`config.mk`:
```
export PLATFORM = sky130hd
export DESIGN_NAME = max7219_chain
export DESIGN_NICKNAME = d
export VERILOG_FILES = /design/src/rtl/max7219_pkg.sv /design/src/rtl/max7219_tick.sv /design/src/rtl/max7219_chain.sv
export SDC_FILE = /design/constraint.sdc
export NUM_CORES = 1
export LEC_CHECK = 0
export ABC_AREA = 1
export CAP_MARGIN = 0
export CORE_ASPECT_RATIO = 1.75
export CORE_UTILIZATION = 55
export CTS_BUF_LIST = sky130_fd_sc_hd__clkbuf_8
export DETAILED_ROUTE_END_ITERATION = 10
export GPL_TIMING_DRIVEN = 0
export PLACE_DENSITY = 0.81
export SYNTH_ARGS = -nofsm -noshare
export SYNTH_HDL_FRONTEND = slang
export SYNTH_SLANG_ARGS = --single-unit
```
`constraint.sdc`:
```
create_clock -name clk -period 2.4 [get_ports clk]
set_input_delay 0.48 -clock clk [delete_from_list [all_inputs] [get_ports clk]]
set_output_delay 0.48 -clock clk [all_outputs]
set_load 0.005 [all_outputs]
```
`src/rtl/max7219_pkg.sv`:
```
// Shared definitions for the MAX7219 daisy-chain driver: register map, FSM
// state encoding and the per-device word builder.
package max7219_pkg;

  localparam logic [7:0] REG_NOOP       = 8'h00;
  localparam logic [7:0] REG_DIGIT0     = 8'h01;
  localparam logic [7:0] REG_DIGIT1     = 8'h02;
  localparam logic [7:0] REG_DIGIT2     = 8'h03;
  localparam logic [7:0] REG_DIGIT3     = 8'h04;
  localparam logic [7:0] REG_DIGIT4     = 8'h05;
  localparam logic [7:0] REG_DIGIT5     = 8'h06;
  localparam logic [7:0] REG_DIGIT6     = 8'h07;
  localparam logic [7:0] REG_DIGIT7     = 8'h08;
  localparam logic [7:0] REG_DECODE     = 8'h09;
  localparam logic [7:0] REG_INTENSITY  = 8'h0A;
  localparam logic [7:0] REG_SCAN_LIMIT = 8'h0B;
  localparam logic [7:0] REG_SHUTDOWN   = 8'h0C;
  localparam logic [7:0] REG_TEST       = 8'h0F;

  typedef enum logic [2:0] {
    ST_IDLE     = 3'd0,
    ST_SETUP    = 3'd1,
    ST_SHIFT_HI = 3'd2,
    ST_SHIFT_LO = 3'd3,
    ST_LATCH    = 3'd4
  } state_e;

  // A disabled device is handed a No-Op word so the chain length stays fixed.
  function automatic logic [15:0] dev_word(input logic       en,
                                           input logic [7:0] addr,
                                           input logic [7:0] data);
    return en ? {addr, data} : {REG_NOOP, 8'h00};
  endfunction

endpackage

```
`src/rtl/max7219_tick.sv`:
```
// Phase timer: 8-bit down-counter that flags the last cycle of every
// CLK_DIV-cycle phase; i_restart starts a fresh phase.
module max7219_tick #(
  parameter int unsigned CLK_DIV = 2
) (
  input  logic clk,
  input  logic rst,
  input  logic i_restart,
  output logic o_tick,
  output logic o_pre_tick
);

  localparam logic [7:0] RELOAD = 8'(CLK_DIV - 1);

  logic [7:0] r_cnt;

  // NOTE: sequential state is updated with <= so every flop samples pre-edge values.
  always_ff @(posedge clk or negedge rst) begin
    if (!rst) begin
      r_cnt <= '0;
    end else if (i_restart || (r_cnt == 8'd0)) begin
      r_cnt <= RELOAD;
    end else begin
      r_cnt <= r_cnt - 8'd1;
    end
  end

  assign o_tick     = (r_cnt == 8'd0);
  assign o_pre_tick = (r_cnt == 8'd1);

endmodule

```
`src/rtl/max7219_chain.sv`:
```
// Frame sequencer for a chain of MAX7219 drivers: one LOAD-framed burst of
// 16*NUM_DEV bits, farthest device first, every output taken from a flop.
module max7219_chain
  import max7219_pkg::*;
#(
  parameter int unsigned NUM_DEV = 4,
  parameter int unsigned CLK_DIV = 2
) (
  input  logic                 clk,
  input  logic                 rst,
  input  logic                 start,
  input  logic [7:0]           addr_in,
  input  logic [8*NUM_DEV-1:0] din,
  input  logic [NUM_DEV-1:0]   dev_en,
  output logic                 cs,
  output logic                 sck,
  output logic                 dout,
  output logic                 busy,
  output logic                 done
);

  localparam int unsigned      FRAME_W  = 16 * NUM_DEV;
  localparam int unsigned      BIT_W    = $clog2(FRAME_W + 1);
  localparam logic [BIT_W-1:0] LAST_BIT = BIT_W'(FRAME_W);
  localparam logic             DIV_ONE  = (CLK_DIV == 1);

  state_e             r_state;
  logic [FRAME_W-1:0] r_shreg;
  logic [BIT_W-1:0]   r_bit_cnt;

  logic [FRAME_W-1:0] w_frame;
  logic               w_restart;
  logic               w_tick;
  logic               w_pre_tick;
  logic               w_done_nxt;

  // NOTE: every always_comb output gets a default first, so no path can infer a latch.
  always_comb begin
    w_frame = '0;
    for (int k = 0; k < NUM_DEV; k++) begin
      w_frame[16*k +: 16] = dev_word(dev_en[k], addr_in, din[8*k +: 8]);
    end
  end

  assign w_restart = (r_state == ST_IDLE) && start;

  // done must sit in the final LATCH cycle; with a 1-cycle phase that is the entry cycle.
  assign w_done_nxt = ((r_state == ST_LATCH) && w_pre_tick) ||
                      (DIV_ONE && (r_state == ST_SHIFT_LO) && w_tick &&
                       (r_bit_cnt == LAST_BIT));

  max7219_tick #(
    .CLK_DIV(CLK_DIV)
  ) u_tick (
    .clk       (clk),
    .rst       (rst),
    .i_restart (w_restart),
    .o_tick    (w_tick),
    .o_pre_tick(w_pre_tick)
  );

  always_ff @(posedge clk or negedge rst) begin
    if (!rst) begin
      r_state   <= ST_IDLE;
      cs        <= 1'b1;
      sck       <= 1'b0;
      dout      <= 1'b0;
      busy      <= 1'b0;
      done      <= 1'b0;
      r_bit_cnt <= '0;
      // NOTE: the shift register is cleared too, so an aborted frame leaves no stale bits.
      r_shreg   <= '0;
    end else begin
      done <= w_done_nxt;
      case (r_state)
        ST_IDLE: begin
          if (start) begin
            r_state   <= ST_SETUP;
            r_shreg   <= w_frame;
            dout      <= w_frame[FRAME_W-1];
            cs        <= 1'b0;
            busy      <= 1'b1;
            r_bit_cnt <= '0;
          end
        end
        ST_SETUP: begin
          if (w_tick) begin
            r_state <= ST_SHIFT_HI;
            sck     <= 1'b1;
          end
        end
        ST_SHIFT_HI: begin
          // Next bit is presented on the falling edge, giving it a full low phase of setup.
          if (w_tick) begin
            r_state   <= ST_SHIFT_LO;
            sck       <= 1'b0;
            r_shreg   <= {r_shreg[FRAME_W-2:0], 1'b0};
            dout      <= r_shreg[FRAME_W-2];
            r_bit_cnt <= r_bit_cnt + BIT_W'(1);
          end
        end
        ST_SHIFT_LO: begin
          if (w_tick) begin
            if (r_bit_cnt == LAST_BIT) begin
              r_state <= ST_LATCH;
              cs      <= 1'b1;
              dout    <= 1'b0;
            end else begin
              r_state <= ST_SHIFT_HI;
              sck     <= 1'b1;
            end
          end
        end
        ST_LATCH: begin
          if (w_tick) begin
            r_state <= ST_IDLE;
            busy    <= 1'b0;
          end
        end
        default: r_state <= ST_IDLE;
      endcase
    end
  end

endmodule

```
==> results.py, run 1 <==
metrics = {
    "finish": {
        "final_common_cell": "nand2_1",
        "final_cell_mix": "nand2_1 (232), dfrtp_1 (85), o21ai_0 (72), o21ai_1 (63), clkdlybuf4s50_1 (46)",
        "final_nets": 680,
        "syn_to_final_growth_pct": 18.9,
        "drive_gt1_share_pct": 7.11,
        "fillCellCount": 613,
        "antennaDiodeCount": 0,
    },
    "yosys": {
        "syn_area_mm2": 0.00440,
        "yosys.area.top_type": "dfrtp_1",
        "synth_cells": 569,
        "synth_xor_area_share_pct": 1.19,
        "syn_nets": 621,
        "ys_types": 29,
        "synth-edff-count": 0,
        "synth_top_area_share_pct": 48.3,
        "syn-mean-instance-area_um2": 7.74,
        "synth_top_family_by_area": "simple AND/OR/NAND/NOR gates",
        "synthMuxAreaShare_pct": 0,
        "yosys.area_share.simple_pct": 25.2,
        "synth-compound-area-share_pct": 16.1,
        "synthAdderAreaFrac_pct": 1.42,
        "ys_ff_latch": 86,
        "yosysWarnings": 0,
        "synth_area_leaders": "dfrtp_1 (48%), nand2_1 (20%), o21ai_0 (8.2%)",
        "ys_seq_area_share_pct": 48.9,
        "synthArstFlopShare_pct": 100,
        "synthFlopType": "dfrtp_1",
    },
    "critical_path": {
        "start_kind": "flip-flop",
        "timing.rr.end": "r_shreg[7]$_DFFE_PN0P_",
        "worstPathRequired_ns": 1.92,
        "crit_arrival_ns": 1.39,
        "cpPeakStageDelay_ns": 0.54,
        "reg2regPathDepth": 8,
        "critPathTopFamily": "flip-flops",
        "crit_buf_inv": 1,
        "cp_slowest_cell": "dfstp_2",
        "crit_fanout": 2,
        "cp-end-kind": "output pin",
        "r2r_setup_slack_ns": 0.58,
        "worstPathCellList": "clkdlybuf4s50_1",
        "rr_startpoint": "r_state[2]$_DFFE_PN0P_",
        "critical_path_class": "reg2out",
    },
    "pwr": {
        "peakVddDrop_uv": 835,
        "fin_total_pwr_mw": 6.04,
        "p_leak_nw": 2.56,
        "p_per_area_mw_per_mm2": 1150,
    },
    "floorplanning": {
        "rows": 42,
        "die_area_mm2": 0.00838,
        "initial_core_util_pct": 57.4,
        "die_h_um": 120,
        "die_x_um": 69.6,
        "core_mm2": 0.00767,
        "io_pins": 52,
    },
    "placed_design": {
        "port_buffers": 47,
        "place_ws_ns": 0.570,
        "hpwl_um": 7230,
        "gp_congestion": 0.831,
    },
    "sta": {
        "post-route-period-util_pct": 77.9,
        "relSlewSlack_pct": 68.5,
        "grt_setup_unrepaired": "false",
        "final.setup_skew_ns": 0.00866,
        "drv_slew": 0,
        "hold_viol": 0,
        "min_period_ns": 1.87,
        "setup_ws_ns": 0.531,
        "max_freq_mhz": 535,
        "holdWs_ns": 0.0744,
        "setup_viol": 0,
        "tightest_slew_ns": 0.473,
    },
    "clock_tree": {
        "h-tree-depth": 3,
        "clk_pin_slew_worst_paths_ns": 0.08,
        "clock_path_buffers": 2,
        "numClockSinks": 86,
        "clk-insertion-delay-late_ns": 0.36,
        "cts_buffers": 9,
        "postCtsResizedCells": 0,
        "holdBufCountCts": 0,
        "cts-root-buf": "clkbuf_8",
        "post_cts_buffers": 0,
        "cts_tree": "built",
    },
    "min_path": {
        "hold_class": "in2async",
    },
    "routing": {
        "routed_wl_um": 10200,
        "first_pass_iters": 5,
        "final_antenna_net_count": 0,
        "drc": 0,
        "drtIter0Drc": 353,
        "via_per_inst": 5.52,
        "vias": 3983,
        "wl_per_cell_um": 14.1,
    },
    "global_route": {
        "grt_max_degree": 53,
        "grt_pass1_vias": 3972,
        "grt_overflow_total": 0,
        "track_usage_pct": 26.4,
        "grt_pass1_wl_um": 17700,
        "antenna_found_initial": 0,
    },
    "run": {
        "maxCapViolCount": 0,
    },
    "outcome": {
        "status": "finished clean",
    },
}
[kinds of logic after synthesis]
kind of cell    count (synthesis)
compound gates                140
xor+xnor                        6
fa+ha+maj                       5
buf+inv                        52
flops                          86
simple gates                  280
[cells in the mapped netlist, types with 2 or more instances]
cell and number:
buf_6 12, o21ai_0 72, buf_2 2, nand2_1 232, nand3_1 8, inv_1 15
clkbuf_1 15, nand4_1 3, o21ai_1 63, dfrtp_1 85, buf_4 7, xor2_1 5
nand3b_1 5, nor2_1 25, nor3_1 2, ha_1 5
[final cells by class]
type                    instances  area (um2)  area share, %
plain buffers                  36         254           4.85
clock buffers                  11         151           2.89
clock inverters                 5        73.8           1.41
inverters                      16        60.1           1.15
multi-input cells             431        1940           37.0
flip-flops and latches         86        2150           41.1
well taps                      88         110           2.10
repair buffers                 48         495           9.47
[where the power goes]
part | switching (mW) | total [mW] | internal, mW
registers | 0.307 | 2.31 | 2.00
clock network | 0.493 | 1.13 | 0.636
logic | 1.59 | 2.60 | 1.01
[metal layers]
| metal | vias up | part of all wire (%) | GRT usage (%) |
|---|---|---|---|
| li1 | 1961 | - | - |
| met1 | 1888 | 41 | 30.7 |
| met2 | 106 | 52 | 47.6 |
| met3 | 28 | 4.1 | 4.08 |
| met4 | 0 | 3.0 | 11.9 |
| met5 | - | 0 | 0 |
[flip-flops by register name (all words and copies together), names as in the netlist]
signal / cells
r_shreg: 63
u_tick.r_cnt: 8
r_bit_cnt: 7
r_state: 3
busy: 1
cs: 1
done: 1
dout: 1
sck: 1
[through the flow]
stage / cells / utilization, % / TNS, ns / instance area, um2
2_1_floorplan: 569 / - / 0 / 4400
3_3_place_gp: 704 / 65.0 / -185.92 / 4980
3_5_place_dp: 705 / 65.3 / 0 / 5010
4_1_cts: 721 / 68.2 / 0 / 5230
5_1_grt: 721 / 68.2 / 0 / 5230
6_report: 721 / 68.2 / 0 / 5230
[how the worst max path moves through the flow]
| stage | from | cells past startpoint | to |
|---|---|---|---|
| finish | cs$_DFFE_PN1P_ | 1 | cs |
| global route | r_state[2]$_DFFE_PN0P_ | 8 | r_shreg[7]$_DFFE_PN0P_ |
| CTS | cs$_DFFE_PN1P_ | 1 | cs |
| detailed placement | start | 8 | r_shreg[30]$_DFFE_PN0P_ |
| global placement | rst | 1 | r_shreg[47]$_DFFE_PN0P_ |
| floorplan | u_tick.r_cnt[0]$_DFF_PN0_ | 9 | r_bit_cnt[0]$_DFFE_PN0P_ |
[worst reg2reg max path, cell delays in order (launching register included)]
cell     delay (ns)
dfrtp_1        0.44
inv_1          0.11
nand2_2        0.09
nor2_4         0.23
inv_2          0.15
buf_6          0.18
buf_6          0.14
o21ai_0        0.20
o21ai_0        0.15
(Power assumes the default switching activity.)
==> run 2: changes to the inputs <==
--- a/config.mk
+++ b/config.mk
@@ -8,11 +8,11 @@
 export ABC_AREA = 1
 export CAP_MARGIN = 0
 export CORE_ASPECT_RATIO = 1.75
-export CORE_UTILIZATION = 55
+export CORE_UTILIZATION = 52
 export CTS_BUF_LIST = sky130_fd_sc_hd__clkbuf_8
 export DETAILED_ROUTE_END_ITERATION = 10
 export GPL_TIMING_DRIVEN = 0
-export PLACE_DENSITY = 0.81
+export PLACE_DENSITY = 0.8
 export SYNTH_ARGS = -nofsm -noshare
 export SYNTH_HDL_FRONTEND = slang
 export SYNTH_SLANG_ARGS = --single-unit
==> constraint.sdc (replaced) <==
create_clock -name clk -period 1.58 [get_ports clk]
set_input_delay 0.316 -clock clk [delete_from_list [all_inputs] [get_ports clk]]
set_output_delay 0.316 -clock clk [all_outputs]
set_load 0.005 [all_outputs]
==> results.py, run 2 (synthesis gave the netlist of run 1 again) <==
metrics = {
    "placed_design": {
        "port_buffers": 47,
        "hpwl_um": 7580,
        "place_ws_ns": -0.160,
        "gp_congestion": 0.861,
        "dp_cells": 709,
    },
    "floorplanning": {
        "core_mm2": 0.00826,
        "rows": 44,
        "die_area_mm2": 0.00885,
        "die_x_um": 71.6,
        "die_h_um": 124,
        "initial_core_util_pct": 53.3,
        "io_pins": 52,
    },
    "global_route": {
        "antenna_found_initial": 0,
        "grt_pass1_wl_um": 17500,
        "grt_overflow_total": 0,
        "grt_max_degree": 54,
        "track_usage_pct": 25.7,
        "grt_pass1_vias": 3970,
    },
    "finish": {
        "drive_gt1_share_pct": 17.5,
        "final_cell_mix": "nand2_1 (219), o21ai_1 (101), dfrtp_1 (83), clkdlybuf4s50_1 (42), nor2_1 (21)",
        "fin_cells": 749,
        "syn_to_final_growth_pct": 28.6,
        "top_regs": "r_shreg x63, u_tick.r_cnt x8, r_bit_cnt x7",
        "final_common_cell": "nand2_1",
        "antennaDiodeCount": 0,
        "largest_register_ffs": 63,
        "largest_register": "r_shreg",
        "final_nets": 704,
    },
    "routing": {
        "drc": 0,
        "drtIter0Drc": 371,
        "vias": 4168,
        "routed_wl_um": 11300,
        "wl_per_cell_um": 15.0,
        "via_per_inst": 5.56,
        "final_antenna_net_count": 0,
        "first_pass_iters": 5,
    },
    "clock_tree": {
        "cts-root-buf": "clkbuf_8",
        "cts_tree": "built",
        "cts_buffers": 9,
        "clk_pin_slew_worst_paths_ns": 0.09,
        "h-tree-depth": 3,
        "numClockSinks": 86,
        "clock_path_buffers": 2,
        "clk-insertion-delay-late_ns": 0.39,
    },
    "run": {
        "maxCapViolCount": 0,
    },
    "outcome": {
        "violations": "setup timing",
        "status": "complete, but fails checks",
    },
    "sta": {
        "tightest_slew_ns": 0.525,
        "grt_setup_unrepaired": "true",
        "hold_viol": 0,
        "drv_slew": 0,
        "setup_ws_ns": -0.0305,
        "min_period_ns": 1.61,
        "relSlewSlack_pct": 65.0,
        "max_freq_mhz": 621,
        "final.setup_skew_ns": 0.0189,
        "post-route-period-util_pct": 102,
        "setup_viol": 13,
    },
    "pwr": {
        "p_leak_nw": 2.77,
        "peakVddDrop_uv": 1180,
        "p_per_area_mw_per_mm2": 1810,
    },
    "critical_path": {
        "start_kind": "flip-flop",
        "worstPathRequired_ns": 1.85,
        "crit_fanout": 10,
        "critical_path_class": "reg2reg",
        "cp-end-kind": "flip-flop",
        "crit_arrival_ns": 1.88,
    },
    "min_path": {
        "hold_class": "in2reg",
    },
}
==> run 2: worst paths after layout <==
| kind | slack, ns | end | depth (start not counted) | from |
|---|---|---|---|---|
| min in group asynchronous | 0.41 | r_shreg[47]$_DFFE_PN0P_ | 2 | rst |
| setup reg to reg | -0.03 | r_shreg[62]$_DFFE_PN0P_ | 7 | r_state[0]$_DFFE_PN0P_ |
| hold / removal | 0.39 | r_shreg[8]$_DFFE_PN0P_ | 5 | dev_en[0] |
| setup / recovery | -0.03 | r_shreg[62]$_DFFE_PN0P_ | 7 | r_state[0]$_DFFE_PN0P_ |
| hold reg to reg | 0.49 | sck$_DFFE_PN0P_ | 2 | sck$_DFFE_PN0P_ |
| max in group asynchronous | 0.49 | cs$_DFFE_PN1P_ | 3 | rst |
==> run 2: cell type report <==
class                           instances  area [um2]
Sequential cell                        86        2160
Fill cell                             647        2600
Multi-Input combinational cell        431        2100
Tap cell                               92         115
Inverter                               16        65.1
Clock buffer                            9         124
Timing Repair Buffer                   71         722
Clock inverter                          7        55.1
Timing Repair inverter                  1        6.26
Buffer                                 36         318
==> run 2: metal layers <==
metal  vias up  track usage (%)  part of all wire [%]
met3        29             4.69                   3.8
met2       114             47.7                    55
met4         0             13.8                   3.3
li1       2029                -                     -
met1      1996             27.1                    38
met5         -                0                     0
==> run 2: repair_timing <==
item / CTS / global route
setup endpoints to repair: 76 / 79
hold endpoints to repair: 33 / 0
setup buffers: 9 / 10
cloned: 2 / 2
hold buffers: 1 / 0
pin swaps: 4 / 33
gates resized for setup: 30 / 116
==> run 2: power by group <==
group	switching, mW	internal, mW
sequential	0.545	3.05
clock	0.875	0.590
combinational	2.89	2.31
total	4.31	5.95
==> run 2: through the flow <==
stage / area [um2] / utilization (%) / TNS, ns / hold WS [ns] / power [mW]
after floorplan: 4400 / - / 0 / 0.0204 / 6.34
final: 5660 / 68.5 / -0.144 / 0.391 / 10.3
after CTS: 5380 / 65.1 / -0.363 / 0.384 / 9.41
after global routing: 5660 / 68.5 / -3.88 / 0.417 / 11.0
after detailed placement: 5010 / 60.7 / -5.97 / 0.292 / 7.47
after global placement: 4990 / 60.4 / -240.60 / 0.464 / 7.29
==> run 2: worst max-delay path: stages (launching register included) <==
cell	delay [ns]
dfrtp_2	0.46
buf_6	0.13
nor2_4	0.24
buf_4	0.18
inv_4	0.05
clkbuf_4	0.20
o21ai_1	0.16
o21ai_1	0.09
==> run 3: changes to the inputs <==
--- a/config.mk
+++ b/config.mk
@@ -5,14 +5,13 @@
 export SDC_FILE = /design/constraint.sdc
 export NUM_CORES = 1
 export LEC_CHECK = 0
-export ABC_AREA = 1
 export CAP_MARGIN = 0
 export CORE_ASPECT_RATIO = 1.75
-export CORE_UTILIZATION = 52
+export CORE_UTILIZATION = 53
 export CTS_BUF_LIST = sky130_fd_sc_hd__clkbuf_8
 export DETAILED_ROUTE_END_ITERATION = 10
 export GPL_TIMING_DRIVEN = 0
-export PLACE_DENSITY = 0.8
+export PLACE_DENSITY = 0.81
 export SYNTH_ARGS = -nofsm -noshare
 export SYNTH_HDL_FRONTEND = slang
 export SYNTH_SLANG_ARGS = --single-unit
==> results.py, run 3 <==
metrics = {
    "outcome": {
        "status": "complete, but fails checks",
        "violations": "setup timing",
    },
    "routing": {
        "via_per_inst": 6.82,
        "drc": 0,
        "first_pass_iters": 5,
        "wl_per_cell_um": 24.6,
        "final_antenna_net_count": 0,
        "vias": 4568,
        "drtIter0Drc": 367,
        "routed_wl_um": 16500,
    },
    "sta": {
        "setup_viol": 76,
        "grt_setup_unrepaired": "true",
        "tightest_slew_ns": 0.546,
        "final.setup_skew_ns": 0.00976,
        "fin_tns_setup_ns": -27.07,
        "min_period_ns": 2.04,
        "post-route-period-util_pct": 129,
        "setup_ws_ns": -0.459,
        "relSlewSlack_pct": 63.6,
        "max_freq_mhz": 490,
        "drv_slew": 0,
        "hold_viol": 0,
    },
    "critical_path": {
        "critPathTopFamily": "simple AND/OR/NAND/NOR gates",
        "critical_path_class": "reg2reg",
        "crit_arrival_ns": 2.30,
        "worstPathCellList": "nor4_4, buf_4, nand2_8, o32ai_2, mux2_2",
        "crit_fanout": 8,
        "cpPeakStageDelay_ns": 0.45,
        "cp.depth": 5,
        "worstPathRequired_ns": 1.84,
        "crit_end": "dout$_DFFE_PN0P_",
        "crit_buf_inv": 1,
        "cp-end-kind": "flip-flop",
        "timing.rr.end": "dout$_DFFE_PN0P_",
        "r2r_setup_slack_ns": -0.46,
        "reg2regPathDepth": 5,
        "crit_path_start": "u_tick.r_cnt[2]$_DFF_PN0_",
        "cp_slowest_cell": "dfrtp_2",
        "rr_startpoint": "u_tick.r_cnt[2]$_DFF_PN0_",
        "start_kind": "flip-flop",
    },
    "pwr": {
        "pwr-share-comb_pct": 48.9,
        "peakVddDrop_uv": 1420,
        "p_switching_mw": 5.27,
        "pwr-share-clk_pct": 16.3,
        "pwr-share-seq_pct": 34.8,
        "p_per_area_mw_per_mm2": 1740,
        "swShare_pct": 42.5,
        "p_leak_nw": 2.99,
        "internal_power_mw": 7.14,
    },
    "global_route": {
        "grt_pass1_wl_um": 19900,
        "track_usage_pct": 29.0,
        "grt_overflow_total": 0,
        "grt_max_degree": 68,
        "grt_pass1_vias": 4151,
        "antenna_found_initial": 0,
    },
    "placed_design": {
        "gp_congestion": 0.833,
        "hpwl_um": 7550,
        "port_buffers": 51,
    },
    "clock_tree": {
        "cts_buffers": 9,
        "cts-root-buf": "clkbuf_8",
        "clk-insertion-delay-late_ns": 0.39,
        "cts_tree": "built",
        "numClockSinks": 86,
        "clock_path_buffers": 2,
        "h-tree-depth": 3,
        "clk_pin_slew_worst_paths_ns": 0.09,
    },
    "yosys": {
        "yosys.area.top_type": "dfrtp_1",
        "yosysWarnings": 0,
        "synth-edff-count": 0,
        "synthArstFlopShare_pct": 100,
        "ys_types": 48,
        "syn-mean-instance-area_um2": 9.52,
        "syn_nets": 527,
        "ys_seq_area_share_pct": 47.6,
        "ys_ff_latch": 86,
        "synth_top_area_share_pct": 47.0,
        "yosys-top-cells-count": "dfrtp_1 (85), inv_1 (68), and3_1 (62)",
        "synth_cells": 475,
        "synth_area_leaders": "dfrtp_1 (47%), a2111oi_0 (11%), and3_1 (8.6%)",
        "yosysMostFrequentCell": "dfrtp_1",
        "synthFlopType": "dfrtp_1",
        "syn_area_mm2": 0.00452,
    },
    "finish": {
        "top_regs": "r_shreg x63, u_tick.r_cnt x8, r_bit_cnt x7",
        "largest_register_ffs": 63,
        "final_common_cell": "dfrtp_1",
        "largest_register": "r_shreg",
        "final_nets": 625,
        "syn_to_final_growth_pct": 58.2,
        "post-route-util_pct": 86.6,
        "drive_gt1_share_pct": 40.7,
        "final_cell_mix": "dfrtp_1 (81), inv_1 (66), and3_1 (60), a21oi_2 (49), clkdlybuf4s50_1 (46)",
        "antennaDiodeCount": 0,
    },
    "floorplanning": {
        "io_pins": 52,
        "core_mm2": 0.00826,
        "die_h_um": 124,
        "rows": 44,
        "die_area_mm2": 0.00892,
        "die_x_um": 71.8,
        "initial_core_util_pct": 54.8,
    },
    "min_path": {
        "hold_class": "in2async",
    },
    "run": {
        "maxCapViolCount": 0,
    },
}
run 3: worst register-to-register path: stages, from the launching register on:
cell and delay, ns:
dfrtp_2 0.45, nor4_4 0.40, buf_4 0.24, nand2_8 0.10, o32ai_2 0.36, mux2_2 0.39
run 3: how the worst min path moves through the flow:
stage,to,slack (ns),cells after the start
4_1_cts,r_shreg[1]$_DFFE_PN0P_,0.37,2
6_report,r_shreg[0]$_DFFE_PN0P_,0.36,2
5_1_grt,r_shreg[1]$_DFFE_PN0P_,0.37,2
3_3_place_gp,r_shreg[46]$_DFFE_PN0P_,0.50,2
2_1_floorplan,busy$_DFFE_PN0P_,0.02,0
3_5_place_dp,r_shreg[0]$_DFFE_PN0P_,0.22,1
run 3: layer usage:
layer | vias up | wire, um | GRT usage [%]
met1 | 2310 | 5840 | 33.3
met2 | 232 | 8700 | 50.9
met5 | - | 0 | 0
met3 | 90 | 921 | 4.37
li1 | 1936 | - | -
met4 | 0 | 1030 | 17.0
run 3: power by group through the flow:
stage	Combinational (mW)	Clock (mW)	Sequential, mW
floorplan	2.45	0	3.76
global placement	3.11	0	3.88
detailed placement	3.23	0	3.94
CTS	4.11	1.98	4.01
global route	6.43	2.09	4.37
finish	6.07	2.03	4.32
run 3: layout make-up:
type | count | area, um2
multi-input cells | 280 | 3040
clock buffers | 11 | 151
clock inverters | 5 | 104
repair buffers | 87 | 982
inverters | 68 | 255
flip-flops and latches | 86 | 2160
well taps | 92 | 115
fillers | 343 | 1100
plain buffers | 41 | 345
run 3: cells by family (layout without fill, tap and decap cells):
kind of cell               Yosys count  after routing  synth area share (%)
muxes                                2              2                 0.470
DFF                                 86             86                  47.6
xor gates and xnor gates             7              7                  1.36
AOI/OAI and AO/OA                  153            153                  23.9
buffers and inverters              110            212                  10.6
and+or+nand+nor                    112            113                  14.7
adders and majority gates            5              5                  1.38
run 3: timing repair:
item,4_1_cts,5_1_grt
setup endpoints to repair,85,88
gates resized for setup,122,165
hold endpoints to repair,19,0
pin swaps,10,47
gates cloned,3,7
hold buffers,1,0
buffers inserted,16,11
run 3: through the flow:
| step | total power [mW] | hold WS (ns) | std cells | setup WS [ns] | cell area (um2) |
|---|---|---|---|---|---|
| after floorplan | 6.20 | 0.0204 | 475 | -0.230 | 4680 |
| after global placement | 7.00 | 0.498 | 618 | -3.01 | 5310 |
| after detailed placement | 7.17 | 0.221 | 619 | -0.827 | 5330 |
| after CTS | 10.1 | 0.368 | 655 | -0.354 | 6170 |
| after global routing | 12.9 | 0.375 | 670 | -0.504 | 7150 |
| final | 12.4 | 0.357 | 670 | -0.459 | 7150 |
